[src/rtl/music_pkg.sv]
// Shared types and constants for the music ROM playback path.
package music_pkg;

   localparam int unsigned DEF_ADDR_W  = 24;
   localparam int unsigned DEF_DATA_W  = 8;
   localparam int unsigned DEF_CLK_DIV = 6250;  // 50 MHz system clock / 8 kHz sample rate

   typedef enum logic [1:0] {IDLE, PLAY, PAUSE} state_e;

   // Track boundaries inside the music ROM image (end addresses are inclusive)
   localparam logic [DEF_ADDR_W-1:0] TRACK0_START = 24'd0;
   localparam logic [DEF_ADDR_W-1:0] TRACK0_END   = 24'd5;
   localparam logic [DEF_ADDR_W-1:0] TRACK1_START = 24'd20000;
   localparam logic [DEF_ADDR_W-1:0] TRACK1_END   = 24'd20000;

endpackage

[src/rtl/sample_tick_gen.sv]
// Sample-rate divider: counts 0..CLK_DIV-1 while enabled, one-cycle tick on the last count.
module sample_tick_gen
   import music_pkg::*;
#(
   parameter int unsigned CLK_DIV = DEF_CLK_DIV
) (
   input  logic clk,
   input  logic rst_n,
   input  logic en,
   input  logic clr,
   output logic tick
);

   localparam int unsigned CNT_W = $clog2(CLK_DIV);
   localparam logic [CNT_W-1:0] CNT_MAX = CNT_W'(CLK_DIV - 1);

   logic [CNT_W-1:0] cnt_q, cnt_d;

   assign tick = en & (cnt_q == CNT_MAX);

   // Holding the count while disabled is what lets a pause resume mid-period
   always_comb begin
      cnt_d = cnt_q;
      if (clr) begin
         cnt_d = '0;
      end else if (en) begin
         cnt_d = tick ? '0 : cnt_q + 1'b1;
      end
   end

   always_ff @(posedge clk or negedge rst_n) begin
      if (!rst_n) begin
         cnt_q <= '0;
      end else begin
         cnt_q <= cnt_d;
      end
   end

endmodule

[src/rtl/rom_sample_reader.sv]
// Walks a ROM address range at the sample rate and hands each byte downstream
// over a valid/ready handshake, with play/pause/stop/loop control.
module rom_sample_reader
   import music_pkg::*;
#(
   parameter int unsigned ADDR_W  = DEF_ADDR_W,
   parameter int unsigned DATA_W  = DEF_DATA_W,
   parameter int unsigned CLK_DIV = DEF_CLK_DIV
) (
   input  logic              clk,
   input  logic              rst_n,
   input  logic              play,
   input  logic              pause,
   input  logic              stop,
   input  logic              loop_en,
   input  logic [ADDR_W-1:0] start_addr,
   input  logic [ADDR_W-1:0] end_addr,
   output logic [ADDR_W-1:0] rom_addr,
   input  logic [DATA_W-1:0] rom_data,
   output logic [DATA_W-1:0] sample_data,
   output logic              sample_valid,
   input  logic              sample_ready,
   output logic              busy,
   output logic              done,
   output logic              overrun
);

   state_e state_q, state_d;
   logic [ADDR_W-1:0] ptr_q, ptr_d;
   logic [ADDR_W-1:0] start_q, start_d;
   logic [ADDR_W-1:0] end_q, end_d;
   logic [DATA_W-1:0] data_d;
   logic valid_d, done_d, overrun_d;
   logic tick, at_end;

   // A tick coinciding with stop is suppressed at the source
   sample_tick_gen #(
      .CLK_DIV (CLK_DIV)
   ) u_tick_gen (
      .clk   (clk),
      .rst_n (rst_n),
      .en    ((state_q == PLAY) & ~stop),
      .clr   (stop | (state_q == IDLE)),
      .tick  (tick)
   );

   assign at_end = (ptr_q == end_q);
   assign busy   = (state_q != IDLE);

   always_comb begin
      state_d   = state_q;
      ptr_d     = ptr_q;
      start_d   = start_q;
      end_d     = end_q;
      data_d    = sample_data;
      valid_d   = sample_valid;
      done_d    = 1'b0;
      overrun_d = overrun;

      if (sample_valid && sample_ready) begin
         valid_d = 1'b0;
      end

      // Newest sample always wins; an unconsumed one is flagged, not preserved
      if (tick) begin
         data_d  = rom_data;
         valid_d = 1'b1;
         if (sample_valid && !sample_ready) begin
            overrun_d = 1'b1;
         end
         if (at_end) begin
            if (loop_en) begin
               ptr_d = start_q;
            end else begin
               done_d = 1'b1;
            end
         end else begin
            ptr_d = ptr_q + 1'b1;
         end
      end

      unique case (state_q)
         IDLE: begin
            if (play && !pause && !stop) begin
               state_d = PLAY;
               start_d = start_addr;
               end_d   = end_addr;
               ptr_d   = start_addr;
            end
         end
         PLAY: begin
            if (stop) begin
               state_d = IDLE;
            end else if (tick && at_end && !loop_en) begin
               state_d = IDLE;
            end else if (pause) begin
               state_d = PAUSE;
            end
         end
         PAUSE: begin
            if (stop) begin
               state_d = IDLE;
            end else if (!pause && play) begin
               state_d = PLAY;
            end
         end
         default: state_d = IDLE;
      endcase

      if (stop) begin
         valid_d = 1'b0;
      end
   end

   always_ff @(posedge clk or negedge rst_n) begin
      if (!rst_n) begin
         state_q      <= IDLE;
         ptr_q        <= '0;
         start_q      <= '0;
         end_q        <= '0;
         rom_addr     <= '0;
         sample_data  <= '0;
         sample_valid <= 1'b0;
         done         <= 1'b0;
         overrun      <= 1'b0;
      end else begin
         state_q      <= state_d;
         ptr_q        <= ptr_d;
         start_q      <= start_d;
         end_q        <= end_d;
         rom_addr     <= ptr_q;
         sample_data  <= data_d;
         sample_valid <= valid_d;
         done         <= done_d;
         overrun      <= overrun_d;
      end
   end

endmodule

[config.mk]
export PLATFORM = sky130hd
export DESIGN_NAME = rom_sample_reader
export DESIGN_NICKNAME = d
export VERILOG_FILES = /design/src/rtl/music_pkg.sv /design/src/rtl/sample_tick_gen.sv /design/src/rtl/rom_sample_reader.sv
export SDC_FILE = /design/constraint.sdc
export NUM_CORES = 1
export LEC_CHECK = 0
export CAP_MARGIN = 20
export CORE_MARGIN = 2
export CORE_UTILIZATION = 43
export CTS_CLUSTER_SIZE = 30
export DETAILED_ROUTE_END_ITERATION = 8
export GPL_ROUTABILITY_DRIVEN = 0
export GPL_TIMING_DRIVEN = 0
export PLACE_DENSITY = 0.69
export SETUP_SLACK_MARGIN = 0.15
export SYNTH_ARGS = -nofsm -noshare
export SYNTH_HDL_FRONTEND = slang
export SYNTH_SLANG_ARGS = --single-unit
[constraint.sdc]
create_clock -name clk -period 2.3 [get_ports clk]
set_input_delay 0.23 -clock clk [delete_from_list [all_inputs] [get_ports clk]]
set_output_delay 0.23 -clock clk [all_outputs]
set_load 0.1 [all_outputs]
Yosys cells after proc, flatten, opt, wreduce, memory -nomap -nowiden
Index checks and enable logic that the tools add are counted.

word-level totals
  output and inout port bits = 36
  word-level logic and storage cells = 61
  input port bits = 63
  register bits after elaboration = 122

operators by class
  mux-type cells = 21
  reduce and logical (&&, ||, !) cells = 17
  equal/unequal tests = 7
  $add $sub $neg = 2
  bitwise operators = 4

operators with widths
  cell                     number
  $mux W24                 5
  $mux W13                 3
  $add A24 B1 Y24 const B  1
  $eq A24 B24 Y1           1
  $add A13 B1 Y13 const B  1
  $eq A13 B13 Y1 const B   1
  $mux W2                  6
  $logic_and A1 B1 Y1      6
  $mux W1                  6
  $pmux W2 S3              1
  $logic_not A1 Y1         4
  $ne A4 B3 Y1 const B     1
  $reduce_and A2 Y1        2
  $reduce_bool A2 Y1       2
  $ne A3 B3 Y1 const B     1
  $reduce_and A3 Y1        1
  $reduce_bool A3 Y1       1
  $and A1 B1 Y1            2
  $eq A2 B1 Y1 const B     1
  $eq A2 B2 Y1 const B     1
  $logic_not A2 Y1         1
  $ne A2 B1 Y1 const B     1
  $not A1 Y1               1
  $or A1 B1 Y1             1

Longest topological paths before layout
Gate-level depths: netlist of the first run.

  depth after elaboration = 8
  mapped depth = 10
  depth with buffers taken out = 8

Modules after synthesis
From an unflattened synthesis of the first run, not the netlist that was laid out.

second synthesis, totals
  cells, all modules = 540
  area, all modules = 6292.3 um^2

modules (own cells, without submodules)
  module             cells an instance  times used  area an instance (um^2)  sequential area each (um^2)
  rom_sample_reader  461                1           5536.6                   2727.6
  sample_tick_gen    79                 1           755.7                    325.3

Least setup slack after synthesis of the first run
OpenSTA, ideal clock, no wires.

  path type = register -> register
  start point = reg state_q[1]
  end point = reg end_q[10]
  data required time = 2.235 ns
  cell stages (with the launch flop) = 7
  arrival = 2.289 ns
  setup time = 0.065 ns
  setup slack = -0.054 ns
  period minus slack after synthesis = 2.354 ns
  buffers on the path = 2
  path through = dfrtp_1 > or2_2 > nor3_1 > clkbuf_1 > buf_1 > nand2_1 > nand2_1

on the way
  cells in the longest elaborated chain, start to end = 2

RTL lines
  item                                RTL line                  RTL
  from (decl)                         rom_sample_reader.sv:28   state_e state_q, state_d;
  from (signal assigned)              rom_sample_reader.sv:127  state_q <= state_d;
  $logic_not A2 Y1                    rom_sample_reader.sv:82   unique case (state_q)
  $reduce_and A2 Y1 (no source line)  --
  to (signal assigned)                rom_sample_reader.sv:130  end_q <= end_d;
  to (decl)                           rom_sample_reader.sv:31   logic [ADDR_W-1:0] end_q, end_d;

Every way passes these cells.
A chain may end at the register's enable or synchronous reset.

Final worst setup path of the first run
  start point = reg u_tick_gen.cnt_q[2]
  end point = reg ptr_q[11]

on the way
  cells in the longest elaborated chain, start to end = 5

RTL lines
  item                    RTL line                  RTL
  from (decl)             sample_tick_gen.sv:17     logic [CNT_W-1:0] cnt_q, cnt_d;
  from (signal assigned)  sample_tick_gen.sv:35     cnt_q <= cnt_d;
  $eq A13 B13 Y1 *        sample_tick_gen.sv:19     assign tick = en & (cnt_q == CNT_MAX);
  $and A1 B1 Y1 *         sample_tick_gen.sv:19
  $mux W24 *              rom_sample_reader.sv:65   if (tick) begin
  $mux W24                rom_sample_reader.sv:84   if (play && !pause && !stop) begin
  $mux W24 *              rom_sample_reader.sv:82
  net ptr_d[11]           rom_sample_reader.sv:29   logic [ADDR_W-1:0] ptr_q, ptr_d;
  to (signal assigned)    rom_sample_reader.sv:128  ptr_q <= ptr_d;
  to (decl)               rom_sample_reader.sv:29

Mark *: on every way through the listed nets, which the timed path passes. The rest lies on a longest branch.

==> results of run 1 <==
layer usage:
layer | global-route usage [%] | wire (um)
met1 | 31.36 | 7379
met2 | 38.56 | 8453
met3 | 5.943 | 1208
met4 | 8.503 | 499
met5 | 0 | 0
what timing repair did:
item                                    in CTS  in global routing
cloned                                       0                  6
hold endpoints to repair                    51                  0
resized for setup                           41                128
pin swaps                                    5                 23
endpoints found under the setup margin      73                 91
hold buffers                                 1                  0
setup buffers                               18                 14
Yosys cell counts (all sizes together) (2+ instances only):
cell	count
and2	2
buf	11
a21boi	4
or3	4
nand4	13
inv	6
xnor2	31
o211ai	12
and4	4
nor3	8
nand4b	2
nor2	13
clkbuf	27
and3	7
mux2i	20
o31ai	3
xor2	11
o221ai	2
nand3	9
o21ai	33
o22ai	3
nand2	214
ha	3
nand2b	9
a22o	2
nor2b	3
nor4	3
mux2	15
o311ai	3
a21oi	13
dfrtp	122
a31oi	5
a211oi	2
per-stage QoR:
stage | util [%] | setup TNS (ns) | setup slack [ns] | cells | power (W)
2_1_floorplan | - | 0 | 0.1508 | 629 | 0.003702
3_3_place_gp | 53.27 | -496.70 | -3.769 | 902 | 0.004169
3_5_place_dp | 53.49 | -41.33 | -1.023 | 903 | 0.004219
4_1_cts | 59.51 | 0 | 0.04533 | 950 | 0.006719
5_1_grt | 63.71 | -0.1724 | -0.04225 | 970 | 0.007038
6_report | 63.71 | -0.01726 | -0.01726 | 970 | 0.006780
cells in the final DEF (no fill, tap or decap), types with 6 or more instances in the layout:
cell,synthesis,routed
a21oi_1,13,10
and3_1,7,7
buf_12,0,6
buf_4,0,30
buf_6,0,10
clkbuf_1,27,13
clkbuf_16,0,20
clkbuf_2,0,10
clkdlybuf4s50_1,0,80
dfrtp_1,122,117
dlymetal6s2s_1,0,12
inv_1,6,6
mux2_2,15,14
mux2i_1,20,20
nand2_1,214,212
nand2b_1,9,7
nand3_1,9,9
nand4_1,13,13
nor2_1,13,10
o211ai_1,12,12
o21ai_0,33,21
o21ai_1,0,11
xnor2_1,31,25
xor2_1,11,11
cell type report:
| cell class | count | area [um^2] |
|---|---|---|
| Fill cell | 1056 | 4806 |
| Inverter | 6 | 22.52 |
| Sequential cell | 122 | 3059 |
| Buffer | 38 | 297.8 |
| Clock inverter | 3 | 40.04 |
| Timing Repair Buffer | 136 | 1421 |
| Tap cell | 176 | 220.2 |
| Clock buffer | 25 | 495.5 |
| Multi-Input combinational cell | 464 | 2880 |
logic make-up after synthesis:
family                     Yosys count
muxes                               35
xor gates and xnor gates            42
buffers and inverters               44
and+or+nand+nor                    297
AOI/OAI and AO/OA                   86
adders and majority gates            3
DFF                                122
flip-flops by register name (all words and copies together), names as in the netlist:
register          count
end_q                24
ptr_q                24
rom_addr             24
start_q              24
u_tick_gen.cnt_q     13
sample_data           8
state_q               2
done                  1
overrun               1
sample_valid          1
where the power goes:
| group | internal (W) | switching [W] |
|---|---|---|
| combinational | 0.000606 | 0.00102 |
| sequential | 0.00244 | 0.000239 |
| clock | 0.00157 | 0.000899 |
worst min-delay path by stage:
stage,endpoint
floorplan,done$_DFF_PN0_
global placement,rom_addr[6]$_DFF_PN0_
detailed placement,u_tick_gen.cnt_q[7]$_DFFE_PN0P_
CTS,state_q[1]$_DFFE_PN0P_
global route,end_q[22]$_DFFE_PN0P_
finish,u_tick_gen.cnt_q[7]$_DFFE_PN0P_
worst max-delay path: stages, from the launching register on:
cell and delay [ns]:
dfrtp_1 0.39, or4b_4 0.55, or4_4 0.47, buf_12 0.17, nor3_4 0.16, a21oi_2 0.05
mux2_4 0.27, o221ai_2 0.17
==> results.toml, run 1 <==
[routing]
vias = 5350
dr.pass1.iters = 6
drc_errors = 0
ant_nets = 0
routedWlPerCell_um = 18.08
wl_um = 17540
drt_iter0_markers = 583
vias_per_cell = 5.515

[synthesis]
synthCells = 629
synthXorXnorAreaFrac_pct = 6.293
ys_ff_latch = 122
synth-compound-area-share_pct = 9.247
synth.top_cell.area_share_pct = 52.23
synthAdderAreaFrac_pct = 0.6421
synthArstFlopShare_pct = 100.0
synth_fp_nets = 695
yosysSeqAreaShare_pct = 52.23
synth_ff_type = "dfrtp_1"
yosysWarnings = 0
synthTopCellsByArea = "dfrtp_1 (52%), nand2_1 (14%), xnor2_1 (4.6%), mux2i_1 (3.4%), mux2_2 (2.9%)"
synth_edf_count = 0
synth_mux_area_share_pct = 6.314
ys_types = 46
synth_top_family_by_area = "simple AND/OR/NAND/NOR gates"
synth.avg_cell_area_um2 = 9.293
yosys.area.top_type = "dfrtp_1"
synthSimpleGateAreaFrac_pct = 22.28
netlist_area_mm2 = 0.005846

[timing]
grt_setup_unrepaired = "true"
setup_violations = 1
holdWs_ns = 0.3216
worst_slew_pin_slew_ns = 0.9832
hold_viol_final = 0
fmax_mhz = 431.5
max-slew-margin-rel_pct = 34.25
setup_ws_ns = -0.01726
slew_viol_final = 0
finalCriticalPeriod_ns = 2.317
timing.final.crit_share_pct = 100.8
fin_worst_skew_ns = 0.009375

[worst_setup_path]
r2r_slack_ns = -0.02
worstSetupPathType = "reg -> reg"
critPathCapture = "ptr_q[11]$_DFF_PN0_"
cp-startpoint = "u_tick_gen.cnt_q[2]$_DFFE_PN0P_"
r2r_cells = 7
path_max_fanout = 8
critical_path_arrival_ns = 2.64
rr_startpoint = "u_tick_gen.cnt_q[2]$_DFFE_PN0P_"
required_ns = 2.63
cp-end-kind = "flip-flop"
worst_r2r_endpoint = "ptr_q[11]$_DFF_PN0_"
startpoint_type = "flip-flop"

[cts]
clockBufferDepth = 2
clock_sinks = 122
cts_tree = "yes"
cts_made_buffers = 17
clk_latency_ns = 0.42
htree_levels = 4
clkTransAtPathRegs_ns = 0.05
root_buffer = "clkbuf_16"

[floorplan]
die_w_um = 120.6
die-area_mm2 = 0.01454
rows = 42
start_util_pct = 44.14
die_y_um = 120.6
io_pins = 99
coreArea_mm2 = 0.01324

[flow_run]
drv_cap = 0

[global_routing]
antenna_found_initial = 0
grt_max_degree = 72
grt_pass1_wl_um = 26640
grt_pass1_vias = 5126
grt_use_total_pct = 23.90
overflow = 0

[finish]
antenna_cells = 0
drive_gt1_share_pct = 18.64
finalNetCount = 851
area_growth_syn_to_layout_pct = 44.33
fin_area_mm2 = 0.008437

[power_and_ir_drop]
vdd_drop_max_v = 0.0005574
p_leak_nw = 4.163
power_density_mw_per_mm2 = 803.7

[run_status]
violations = "setup timing"
status = "finished, violations left"

[placement]
io_buffers = 97
dpl-instance-area_mm2 = 0.007083
hpwl_um = 11120

[worst_hold_path]
hp-class = "in -> async"
(Power assumes the default switching activity.)
==> run 2: changes to the inputs <==
--- a/config.mk
+++ b/config.mk
@@ -5,7 +5,7 @@
 export SDC_FILE = /design/constraint.sdc
 export NUM_CORES = 1
 export LEC_CHECK = 0
-export CAP_MARGIN = 20
+export CAP_MARGIN = 25
 export CORE_MARGIN = 2
 export CORE_UTILIZATION = 43
 export CTS_CLUSTER_SIZE = 30
==> run 2 against run 1 <==
The run still ends with setup timing left. Cell area did not move. Wire length stayed put. Sequential power barely moved. Largest power group unchanged.
==> results.toml, run 2 (same netlist as run 1, synthesis figures left out) <==
[power_and_ir_drop]
intPower_w = 0.004620
p_seq_share_pct = 39.6
vdd_drop_max_v = 0.0005574
clockPowerShare_pct = 36.4
p_leak_nw = 4.163
power_w = 0.006780
p_switching_w = 0.002160
combPwrFrac_pct = 24.0
p_sw_share_pct = 31.86
power_density_mw_per_mm2 = 803.7

[routing]
wl_um = 17540
route.top_layer_used = "met4"
drt-met1-wl_um = 7379
dr.pass1.iters = 6
drt_iter0_markers = 583
met2_length_um = 8453
drc_errors = 0
vias = 5350
wl_met3_um = 1208
routedWlPerCell_um = 18.08
ant_nets = 0
vias_per_cell = 5.515

[run_status]
status = "finished, violations left"
violations = "setup timing"

[finish]
stdcell_count = 970
final_common_cell = "nand2_1"
fin_area_mm2 = 0.008437
multiInputGateArea_mm2 = 0.002880
area_growth_syn_to_layout_pct = 44.33
regArea_mm2 = 0.003059
final_cell_mix = "nand2_1 (212), dfrtp_1 (117), clkdlybuf4s50_1 (80)"
antenna_cells = 0
nFillCells = 1056
finalNetCount = 851
postLayoutCoreUtil_pct = 63.71
drive_gt1_share_pct = 18.64

[placement]
dpl.cell_count = 903
hpwl_um = 11120
dpl-instance-area_mm2 = 0.007083
io_buffers = 97

[worst_setup_path]
startpoint_type = "flip-flop"
worstSetupPathType = "reg -> reg"
cp-end-kind = "flip-flop"
path_max_fanout = 8
required_ns = 2.63
critical_path_arrival_ns = 2.64

[timing]
setup_ws_ns = -0.01726
worst_slew_pin_slew_ns = 0.9832
grt_setup_unrepaired = "true"
setup_violations = 1
max-slew-margin-rel_pct = 34.25
hold_viol_final = 0
finalCriticalPeriod_ns = 2.317
timing.final.crit_share_pct = 100.8
fin_worst_skew_ns = 0.009375
fmax_mhz = 431.5
slew_viol_final = 0
holdWs_ns = 0.3216

[cts]
cts_made_buffers = 17
htree_levels = 4
clkTransAtPathRegs_ns = 0.05
clock_sinks = 122
clockBufferDepth = 2
cts_tree = "yes"
root_buffer = "clkbuf_16"
clk_latency_ns = 0.42

[global_routing]
grt_use_total_pct = 23.90
grt_pass1_wl_um = 26640
grt_pass1_vias = 5126
overflow = 0
grt_max_degree = 72
antenna_found_initial = 0

[worst_hold_path]
hp-class = "in -> async"

[floorplan]
die_y_um = 120.6
die-area_mm2 = 0.01454
start_util_pct = 44.14
rows = 42
coreArea_mm2 = 0.01324
io_pins = 99
die_w_um = 120.6

[flow_run]
drv_cap = 0
==> run 2: cell counts in the layout (fill, tap and decap cells not counted) <==
No cell type changed its count.
==> run 2: worst paths after layout <==
kind	startpoint	to	slack [ns]	cells after the start
setup / recovery	u_tick_gen.cnt_q[2]$_DFFE_PN0P_	ptr_q[11]$_DFF_PN0_	-0.02	7
hold / removal	rst_n	u_tick_gen.cnt_q[7]$_DFFE_PN0P_	0.32	2
setup reg to reg	u_tick_gen.cnt_q[2]$_DFFE_PN0P_	ptr_q[11]$_DFF_PN0_	-0.02	7
hold reg to reg	ptr_q[18]$_DFF_PN0_	rom_addr[18]$_DFF_PN0_	0.37	0
max in group asynchronous	rst_n	ptr_q[22]$_DFF_PN0_	1.23	3
min in group clk	end_addr[10]	end_q[10]$_DFFE_PN0P_	0.33	3
==> run 2: power by group through the flow <==
stage | Sequential, W | Combinational (W) | Clock, W
5_1_grt | 0.00272 | 0.00173 | 0.00258
3_5_place_dp | 0.00270 | 0.00152 | 0
3_3_place_gp | 0.00269 | 0.00148 | 0
4_1_cts | 0.00267 | 0.00156 | 0.00249
2_1_floorplan | 0.00310 | 0.000597 | 0
6_report | 0.00268 | 0.00163 | 0.00247
==> run 2: metal layers <==
layer	track usage, %	up-vias
met2	38.56	267
met4	8.503	0
met5	0	-
met1	31.36	2591
li1	-	2444
met3	5.943	48
==> run 2: repair_timing <==
| item | in CTS | in global routing |
|---|---|---|
| resized for setup | 41 | 128 |
| buffers inserted | 18 | 14 |
| endpoints found under the hold margin | 51 | 0 |
| pin swaps | 5 | 23 |
| endpoints found under the setup margin | 73 | 91 |
| gates cloned | 0 | 6 |
| hold buffers | 1 | 0 |
==> run 2: cell type report <==
| cell class | instances | area share, % |
|---|---|---|
| Inverter | 6 | 0.2669 |
| Timing Repair Buffer | 136 | 16.85 |
| Tap cell | 176 | 2.610 |
| Clock buffer | 25 | 5.873 |
| Multi-Input combinational cell | 464 | 34.14 |
| Clock inverter | 3 | 0.4746 |
| Sequential cell | 122 | 36.26 |
| Buffer | 38 | 3.530 |
==> run 2: metrics by stage <==
step	worst slack (ns)	TNS, ns
floorplan	0.1508	0
global placement	-3.769	-496.70
detailed placement	-1.023	-41.33
CTS	0.04533	0
global route	-0.04225	-0.1724
finish	-0.01726	-0.01726
==> run 2: worst max-delay path, cell delays in order (launching register included) <==
cell	delay, ns
dfrtp_1	0.39
or4b_4	0.55
or4_4	0.47
buf_12	0.17
nor3_4	0.16
a21oi_2	0.05
mux2_4	0.27
o221ai_2	0.17
